--- src/rtl/riscv_fetch_pkg.sv ---
// ----------------------------------------------------------------------------
// riscv_fetch_pkg
// Shared types and constants for the instruction fetch stage.
//   fetch_state_t  : fetch FSM states with their diagnostic encodings
//                    (IDLE=000, REQ=001, WAIT=010, FAULT=100)
//   FAULT_*        : fault_cause encodings
//   NOP_INSTR      : IR contents after reset (addi x0, x0, 0)
//   *_LSB / *_MSB  : bit positions of the opcode, funct3 and funct7 fields
// ----------------------------------------------------------------------------
package riscv_fetch_pkg;

    typedef enum logic [2:0] {
        ST_IDLE  = 3'b000,
        ST_REQ   = 3'b001,
        ST_WAIT  = 3'b010,
        ST_FAULT = 3'b100
    } fetch_state_t;

    localparam logic [1:0] FAULT_NONE     = 2'b00;
    localparam logic [1:0] FAULT_MISALIGN = 2'b01;
    localparam logic [1:0] FAULT_TIMEOUT  = 2'b10;

    localparam logic [31:0] NOP_INSTR = 32'h0000_0013;

    localparam int OPCODE_LSB = 0;
    localparam int OPCODE_MSB = 6;
    localparam int FUNCT3_LSB = 12;
    localparam int FUNCT3_MSB = 14;
    localparam int FUNCT7_LSB = 25;
    localparam int FUNCT7_MSB = 31;

endpackage

--- src/rtl/fetch_timeout_counter.sv ---
// ----------------------------------------------------------------------------
// fetch_timeout_counter
// Counts cycles spent waiting for an instruction-memory response.
//   clk_i  : clock, rising edge
//   rst_ni : asynchronous active-low reset
//   en_i   : count this cycle (fetch FSM is in WAIT)
//   clr_i  : restart from zero (WAIT is being entered)
//   tc_o   : terminal count; high during the LIMIT-th enabled cycle
// ----------------------------------------------------------------------------
module fetch_timeout_counter #(
    parameter int LIMIT = 16
) (
    input  logic clk_i,
    input  logic rst_ni,
    input  logic en_i,
    input  logic clr_i,
    output logic tc_o
);

    localparam int W = $clog2(LIMIT + 1);

    logic [W-1:0] cnt_q, cnt_d;

    // cnt_q holds the number of enabled cycles already completed, so the
    // LIMIT-th cycle is the one that sees LIMIT-1.
    assign tc_o = en_i && (cnt_q == W'(LIMIT - 1));

    always_comb begin
        cnt_d = cnt_q;
        if (clr_i) begin
            cnt_d = '0;
        end else if (en_i && !tc_o) begin
            cnt_d = cnt_q + 1'b1;
        end
    end

    always_ff @(posedge clk_i or negedge rst_ni) begin
        if (!rst_ni) begin
            cnt_q <= '0;
        end else begin
            cnt_q <= cnt_d;
        end
    end

endmodule

--- src/rtl/instr_fetch_unit.sv ---
// ----------------------------------------------------------------------------
// instr_fetch_unit
// Fetch stage feeding the multicycle controller. Holds the fetch PC, issues
// one instruction-memory read per fetch_req, latches the returned word into
// the IR and presents its decoded fields.
//
// Ports:
//   clk, rst (async, active-low)
//   fetch_req                         : controller pulse, fetch next instr
//   redirect_valid / redirect_pc      : jump/branch target load
//   imem_req_valid/ready, imem_addr   : memory request channel
//   imem_rsp_valid, imem_rsp_data     : memory response channel
//   instr_valid                       : one-cycle pulse, IR updated
//   ir_31_0, opcode, funct3, funct7   : latched instruction and fields
//   pc, pc_plus4                      : address of IR instruction, +4
//   busy, fault, fault_cause          : status
//   state_vector                      : current FSM state encoding
//
// Handshake: a request is transferred on a cycle where imem_req_valid and
// imem_req_ready are both high; imem_addr is stable while valid is high and
// the request is never withdrawn. A response is accepted only in WAIT, on
// any cycle imem_rsp_valid is high (there is no response back-pressure).
//
// Build option: define FETCH_TIMEOUT_EN to bound WAIT to TIMEOUT_CYCLES and
// raise a timeout fault (cause 10) when no response arrives in time.
// ----------------------------------------------------------------------------
module instr_fetch_unit
    import riscv_fetch_pkg::*;
#(
    parameter logic [31:0] RESET_PC       = 32'h0000_0000,
    parameter int          TIMEOUT_CYCLES = 16
) (
    input  logic        clk,
    input  logic        rst,
    input  logic        fetch_req,
    input  logic        redirect_valid,
    input  logic [31:0] redirect_pc,
    output logic        imem_req_valid,
    input  logic        imem_req_ready,
    output logic [31:0] imem_addr,
    input  logic        imem_rsp_valid,
    input  logic [31:0] imem_rsp_data,
    output logic        instr_valid,
    output logic [31:0] ir_31_0,
    output logic [6:0]  opcode,
    output logic [2:0]  funct3,
    output logic [6:0]  funct7,
    output logic [31:0] pc,
    output logic [31:0] pc_plus4,
    output logic        busy,
    output logic        fault,
    output logic [1:0]  fault_cause,
    output logic [2:0]  state_vector
);

    fetch_state_t state_q, state_d;
    logic [31:0]  fetch_pc_q, fetch_pc_d;
    logic [31:0]  addr_q, addr_d;
    logic [31:0]  ir_q, ir_d;
    logic [31:0]  pc_q, pc_d;
    logic         iv_q, iv_d;
    logic [1:0]   cause_q, cause_d;
    logic         pend_q, pend_d;
    logic [31:0]  pend_pc_q, pend_pc_d;
    logic [31:0]  target;
    logic         tmo_tc;

`ifdef FETCH_TIMEOUT_EN
    fetch_timeout_counter #(
        .LIMIT (TIMEOUT_CYCLES)
    ) u_timeout (
        .clk_i  (clk),
        .rst_ni (rst),
        .en_i   (state_q == ST_WAIT),
        .clr_i  ((state_q == ST_REQ) && imem_req_ready),
        .tc_o   (tmo_tc)
    );
`else
    // Without the timeout WAIT is unbounded; keep the knobs referenced.
    logic unused_tmo;
    assign tmo_tc     = 1'b0;
    assign unused_tmo = ^{TIMEOUT_CYCLES, FAULT_TIMEOUT, tmo_tc};
`endif

    always_comb begin
        state_d   = state_q;
        fetch_pc_d = fetch_pc_q;
        addr_d    = addr_q;
        ir_d      = ir_q;
        pc_d      = pc_q;
        iv_d      = 1'b0;
        cause_d   = cause_q;
        pend_d    = pend_q;
        pend_pc_d = pend_pc_q;
        // A same-cycle redirect wins over the sequential fetch address.
        target    = redirect_valid ? redirect_pc : fetch_pc_q;

        case (state_q)
            ST_IDLE: begin
                if (fetch_req) begin
                    if (target[1:0] != 2'b00) begin
                        state_d = ST_FAULT;
                        cause_d = FAULT_MISALIGN;
                    end else begin
                        state_d = ST_REQ;
                        addr_d  = target;
                        pend_d  = 1'b0;
                    end
                end else if (redirect_valid) begin
                    fetch_pc_d = redirect_pc;
                end
            end

            ST_REQ: begin
                if (redirect_valid) begin
                    pend_d    = 1'b1;
                    pend_pc_d = redirect_pc;
                end
                if (imem_req_ready) begin
                    state_d = ST_WAIT;
                end
            end

            ST_WAIT: begin
                if (redirect_valid) begin
                    pend_d    = 1'b1;
                    pend_pc_d = redirect_pc;
                end
                if (imem_rsp_valid) begin
                    state_d = ST_IDLE;
                    pend_d  = 1'b0;
                    if (pend_q || redirect_valid) begin
                        // Response belongs to the wrong path: drop it.
                        fetch_pc_d = redirect_valid ? redirect_pc : pend_pc_q;
                    end else begin
                        ir_d       = imem_rsp_data;
                        pc_d       = addr_q;
                        fetch_pc_d = addr_q + 32'd4;
                        iv_d       = 1'b1;
                    end
                end else if (tmo_tc) begin
                    state_d = ST_FAULT;
                    cause_d = FAULT_TIMEOUT;
                    pend_d  = 1'b0;
                end
            end

            ST_FAULT: begin
                if (redirect_valid) begin
                    fetch_pc_d = redirect_pc;
                    cause_d    = FAULT_NONE;
                    state_d    = ST_IDLE;
                end
            end

            default: begin
                state_d = ST_IDLE;
            end
        endcase
    end

    always_ff @(posedge clk or negedge rst) begin
        if (!rst) begin
            state_q    <= ST_IDLE;
            fetch_pc_q <= RESET_PC;
            addr_q     <= RESET_PC;
            ir_q       <= NOP_INSTR;
            pc_q       <= RESET_PC;
            iv_q       <= 1'b0;
            cause_q    <= FAULT_NONE;
            pend_q     <= 1'b0;
            pend_pc_q  <= '0;
        end else begin
            state_q    <= state_d;
            fetch_pc_q <= fetch_pc_d;
            addr_q     <= addr_d;
            ir_q       <= ir_d;
            pc_q       <= pc_d;
            iv_q       <= iv_d;
            cause_q    <= cause_d;
            pend_q     <= pend_d;
            pend_pc_q  <= pend_pc_d;
        end
    end

    assign imem_req_valid = (state_q == ST_REQ);
    assign imem_addr      = addr_q;
    assign instr_valid    = iv_q;
    assign ir_31_0        = ir_q;
    assign opcode         = ir_q[OPCODE_MSB:OPCODE_LSB];
    assign funct3         = ir_q[FUNCT3_MSB:FUNCT3_LSB];
    assign funct7         = ir_q[FUNCT7_MSB:FUNCT7_LSB];
    assign pc             = pc_q;
    assign pc_plus4       = pc_q + 32'd4;
    assign busy           = (state_q == ST_REQ) || (state_q == ST_WAIT);
    assign fault          = (state_q == ST_FAULT);
    assign fault_cause    = cause_q;
    assign state_vector   = state_q;

endmodule

--- config.mk ---
export PLATFORM = sky130hd
export DESIGN_NAME = instr_fetch_unit
export DESIGN_NICKNAME = d
export VERILOG_FILES = /design/src/rtl/riscv_fetch_pkg.sv /design/src/rtl/fetch_timeout_counter.sv /design/src/rtl/instr_fetch_unit.sv
export SDC_FILE = /design/constraint.sdc
export NUM_CORES = 1
export LEC_CHECK = 0
export ABC_AREA = 1
export CAP_MARGIN = 20
export CORE_AREA = 2 2 145 147
export CTS_CLUSTER_SIZE = 12
export DETAILED_ROUTE_END_ITERATION = 8
export DIE_AREA = 0 0 147 149
export HOLD_SLACK_MARGIN = 0.05
export PLACE_DENSITY = 0.83
export SLEW_MARGIN = 20
export SYNTH_ARGS = -nofsm -noshare
export SYNTH_HDL_FRONTEND = slang
export SYNTH_SLANG_ARGS = --single-unit
--- constraint.sdc ---
create_clock -name clk -period 1.9 [get_ports clk]
set_input_delay 0.38 -clock clk [delete_from_list [all_inputs] [get_ports clk]]
set_output_delay 0.38 -clock clk [all_outputs]
set_load 0.01 [all_outputs]
-- Word level (Yosys, flattened, before mapping)
Index checks and enable logic that the tools add are counted.
- register bits after elaboration: 167
- bits of input ports: 70
- output and inout bits: 154
- logic and storage cells: 61
- add/sub/neg operators: 2
- equal/unequal tests: 10
- muxes and demuxes: 24
- bitwise operators: 2
- reductions and logical operators: 14
- operators by type and width (operator ; count):
    32-bit two-way mux ; 5
    32-bit one-hot mux with 3 select lines ; 1
    32-bit by 3-bit adder with 32-bit output, second input constant ; 2
    3-bit two-way mux ; 5
    2-bit != test, second input constant ; 6
    3-bit one-hot mux with 4 select lines ; 1
    3-bit AND reduction ; 4
    4-bit AND reduction ; 2
    1-bit two-way mux ; 7
    2-bit two-way mux ; 3
    3-bit nonzero test ; 2
    2-bit one-hot mux with 2 select lines ; 1
    2-bit nonzero test ; 2
    3-bit by 1-bit == test with 1-bit output, second input constant ; 1
    3-bit by 2-bit == test with 1-bit output, second input constant ; 1
    3-bit == test, second input constant ; 1
    3-bit logical NOT ; 1
    1-bit one-hot mux with 3 select lines ; 1
    1-bit logical OR ; 2
    2-bit by 1-bit != test with 1-bit output, second input constant ; 1
    1-bit NOT ; 2
    2-bit OR reduction ; 1

-- Logic depth before layout (Yosys ltp)
- depth after elaboration: 5
- depth in mapped cells: 11
- gate-level depth less buffers: 10

-- Least setup slack after synthesis
Ideal clock, no wire load.
- path kind: reg2out
- start: register pc_q[3] (netlist: pc[3])
- end: output pc_plus4[24]
- arrival time: 1684 ps
- required time: 1520 ps
- slack: -164 ps
- stages on the path, launching flop included: 9
- path buffers: 0
- cell sequence: dfrtp_1 > ha_1 > nand3_1 > nor3_2 > nand2_1 > nor2_1 > nand2_1 > nor2_1 > xor2_1
- word-level cells in the longest chain between the ends: 1
- ends and longest elaborated chain (element ; line ; source):
    start, declared ; instr_fetch_unit.sv:60 ; logic [31:0] pc_q, pc_d;
    start signal, assigned ; instr_fetch_unit.sv:178 ; pc_q <= pc_d;
    32-bit by 3-bit adder with 32-bit output ; instr_fetch_unit.sv:194 ; assign pc_plus4 = pc_q + 32'd4;
    end, declared ; instr_fetch_unit.sv:49 ; output logic [31:0] pc_plus4,
Every way passes these cells.

-- Final worst setup path
- start: register pc_q[13] (netlist: pc[13])
- end: output pc_plus4[30]
The elaborated chain is that of the path after synthesis.

==> flow_metrics.env <==
export IMPL_outcome="finished, violations left"
export IMPL_violations="setup timing"
export IMPL_ys_top_cells_by_area="dfrtp_1, nand2_1, o21ai_0"
export IMPL_worst_setup_path_startpoint="pc[13]"
export IMPL_drv_slew=0
export IMPL_routedWlPerCell_um=16.9
export IMPL_finalWeightedCongestion=0.917
export IMPL_clockPowerShare=0.184
export IMPL_report_final_hold_viol_count=0
export IMPL_vias=9797
export IMPL_pin_count_of_the_biggest_net_entering_global_routing=80
export IMPL_timing_final_ws_setup_ns=-0.627
export IMPL_detailed_place_hpwl_um=21400
export IMPL_fin_area_mm2=0.0135
export IMPL_drtAntennaViolNets=0
export IMPL_final_min_clock_period_ns=2.53
export IMPL_cp_end_kind="output port"
export IMPL_worst_endpoint_required_ns=1.52
export IMPL_die_x_um=147
export IMPL_critical_path_reg2reg_endpoint="pc[24]"
export IMPL_io_pins=224
export IMPL_die_area_mm2=0.0219
export IMPL_cp_start_kind="register"
export IMPL_antenna_found_initial=0
export IMPL_synth_adder_area_share=0.00276
export IMPL_power_share_switching=0.402
export IMPL_cts_max_level=4
export IMPL_vdd_drop_max_v=0.000712
export IMPL_number_of_vias_per_cell=5.24
export IMPL_synth_distinct_cells=34
export IMPL_cts_buffers_inserted=17
export IMPL_grt_util_all_layers=0.275
export IMPL_rr_startpoint="state_vector[2]"
export IMPL_synthesis_yosys_warnings=0
export IMPL_layout_commonest_cell="nand2_1"
export IMPL_ys_seq_elements=166
export IMPL_max_freq_ghz=0.396
export IMPL_period_share=1.33
export IMPL_p_total_w=0.0201
export IMPL_max_cap_violations=0
export IMPL_synth_yosys_seq_area_share=0.459
export IMPL_synth_top_family_by_area="simple AND/OR/NAND/NOR gates"
export IMPL_placeable_area_mm2=0.0206
export IMPL_num_nets_final=1654
export IMPL_area_share_of_the_largest_cell_type_after_synthesis=0.450
export IMPL_cts_tree="built"
export IMPL_clk_insertion_delay_late_ns=0.44
export IMPL_start_util=0.440
export IMPL_num_antenna_cells=0
export IMPL_grt_pass1_vias=9169
export IMPL_area_growth_synth_to_final_pct=49.6
export IMPL_clk_root_buffer_cell="clkbuf_16"
export IMPL_global_route_wire_length_before_repair_um=47700
export IMPL_cts_sinks=166
export IMPL_pwr_share_comb=0.494
export IMPL_syn_num_nets=1345
export IMPL_layout_common_cells="nand2_1, dfrtp_1, clkdlybuf4s50_1"
export IMPL_power_leakage_nw=6.83
export IMPL_timing_setup_tns_ns=-10.17
export IMPL_hp_class="input port to async pin"
export IMPL_crit_arrival_ns=2.15
export IMPL_routed_wl_um=31700
export IMPL_setup_viol=28
export IMPL_synth_area_mux_share=0
export IMPL_seq_power_share=0.322
export IMPL_switching_power_w=0.00808
export IMPL_post_dp_cell_area_mm2=0.0123
export IMPL_synth_top_cell_by_area="dfrtp_1"
export IMPL_syn_area_mm2=0.00905
export IMPL_port_buffer_count=222
export IMPL_final_fill_count=1615
export IMPL_finClkSkew_ns=0.0110
export IMPL_clk_pin_slew_worst_paths_ns=0.06
export IMPL_globalRoute_totalOverflow=0
export IMPL_synthXorXnorAreaFrac=0.0310
export IMPL_critical_path_class="register to output port"
export IMPL_grt_setup_unrepaired="yes"
export IMPL_crit_fanout=3
export IMPL_internal_power_w=0.0120
export IMPL_die_h_um=149
export IMPL_drt_first_pass_iters=6
export IMPL_number_of_remaining_drc_errors=0
export IMPL_rrSetupSlack_ns=0.02
export IMPL_synth_avg_cell_area_um2=7.11
export IMPL_cell_rows=53
export IMPL_synth_compound_gate_area_share=0.120
export IMPL_worst_r2r_cell_count=8
export IMPL_power_density_cell_area_mw_per_mm2=1480
export IMPL_ctsLongestPathBuffers=2
export IMPL_postSynthCellCount=1273
export IMPL_simple_gate_fraction_of_synth_area=0.292
export IMPL_initialDrtViolationCount=1048
export IMPL_share_of_cells_above_drive_strength_1=0.187
==> flip-flops by register name, indices dropped and copies added (netlist names) <==
name and flops:
fault_cause 1, fetch_pc_q 32, imem_addr 32, instr_valid 1, ir_31_0 32, pc 32
pend_pc_q 32, pend_q 1, state_vector 3
==> metrics by stage <==
step / cells / worst slack (ns) / hold slack, ns / utilization
after floorplan: 1273 / -0.132 / 0.0844 / -
after global placement: 1809 / -0.579 / 0.261 / 0.599
after detailed placement: 1809 / -0.601 / 0.262 / 0.599
after CTS: 1856 / -0.550 / 0.390 / 0.643
after global routing: 1870 / -0.717 / 0.397 / 0.659
final: 1870 / -0.627 / 0.378 / 0.659
==> worst max-delay path, stage by stage (launching register included) <==
cell     delay [ns]
dfrtp_1        0.39
buf_6          0.12
buf_6          0.11
nand4_1        0.19
nor4_4         0.32
buf_4          0.18
nand2_1        0.08
xor2_1         0.18
buf_2          0.15
==> metal layers <==
| metal | global-route usage | routed length [um] | vias to the layer above |
|---|---|---|---|
| met5 | 0 | 0 | - |
| met4 | 0.0837 | 995 | 0 |
| met3 | 0.0468 | 2680 | 85 |
| met2 | 0.478 | 15700 | 530 |
| met1 | 0.355 | 12300 | 4588 |
| li1 | - | - | 4594 |
==> power by group through the flow <==
stage | registers, W | clock network (W) | logic [W]
finish | 0.00646 | 0.00370 | 0.00992
global route | 0.00664 | 0.00388 | 0.0107
CTS | 0.00637 | 0.00371 | 0.00936
detailed placement | 0.00641 | 0 | 0.00930
global placement | 0.00632 | 0 | 0.00910
floorplan | 0.00664 | 0 | 0.00387
==> final cells by class <==
cell class | count | area, um2 | share of cell area
clock buffer | 21 | 450 | 0.0332
clock inverter | 11 | 171 | 0.0127
sequential | 166 | 4170 | 0.308
timing repair buffer | 366 | 3450 | 0.255
multi-input combinational | 904 | 4480 | 0.331
inverter | 127 | 482 | 0.0356
tap | 275 | 344 | 0.0254
==> logic make-up (layout without fill, tap and decap cells) <==
kind of cell | after synthesis | in the layout
other cells | 1 | 1
fa+ha+maj | 2 | 2
xor+xnor | 32 | 32
compound gates | 207 | 207
simple gates | 662 | 662
flops | 166 | 166
buf+inv | 203 | 525
==> worst max-delay path by stage <==
stage,endpoint,cells after the start
2_1_floorplan,pc_plus4[28],10
3_3_place_gp,pc_plus4[28],10
3_5_place_dp,pc_plus4[28],10
4_1_cts,pc_plus4[26],8
5_1_grt,pc_plus4[30],8
6_report,pc_plus4[30],8
==> what timing repair did <==
item                                   in CTS  in global routing
hold buffers                                1                  0
resized for setup                         226                 50
gates cloned                                0                  4
pin swaps                                  29                 13
buffers inserted                           15                 10
endpoints found under the hold margin      18                  0
setup endpoints to repair                  77                 92
==> synth_stat cells <==
| master | n |
|---|---|
| nand2_1 | 467 |
| dfrtp_1 | 163 |
| o21ai_0 | 135 |
| inv_1 | 123 |
| nor2_1 | 117 |
| nand3_1 | 47 |
| a21oi_1 | 39 |
| clkbuf_1 | 36 |
| xor2_1 | 22 |
| buf_4 | 20 |
| buf_2 | 17 |
| o21ai_1 | 10 |
| xnor2_1 | 10 |
| nand4_1 | 8 |
| o211ai_1 | 8 |
| nor3_1 | 7 |
| o21bai_1 | 5 |
| or2_2 | 5 |
| a31oi_1 | 4 |
| a21boi_0 | 3 |
| and2_1 | 3 |
| buf_1 | 3 |
| dfstp_2 | 3 |
| inv_2 | 3 |
| nand3b_1 | 3 |
| ha_1 | 2 |
| nor3_4 | 2 |
| nor4_1 | 2 |
| a22oi_1 | 1 |
| a41o_1 | 1 |
| clkinv_1 | 1 |
| conb_1 | 1 |
| nor3_2 | 1 |
| o22ai_1 | 1 |
Power figures use the tool's default switching activity.
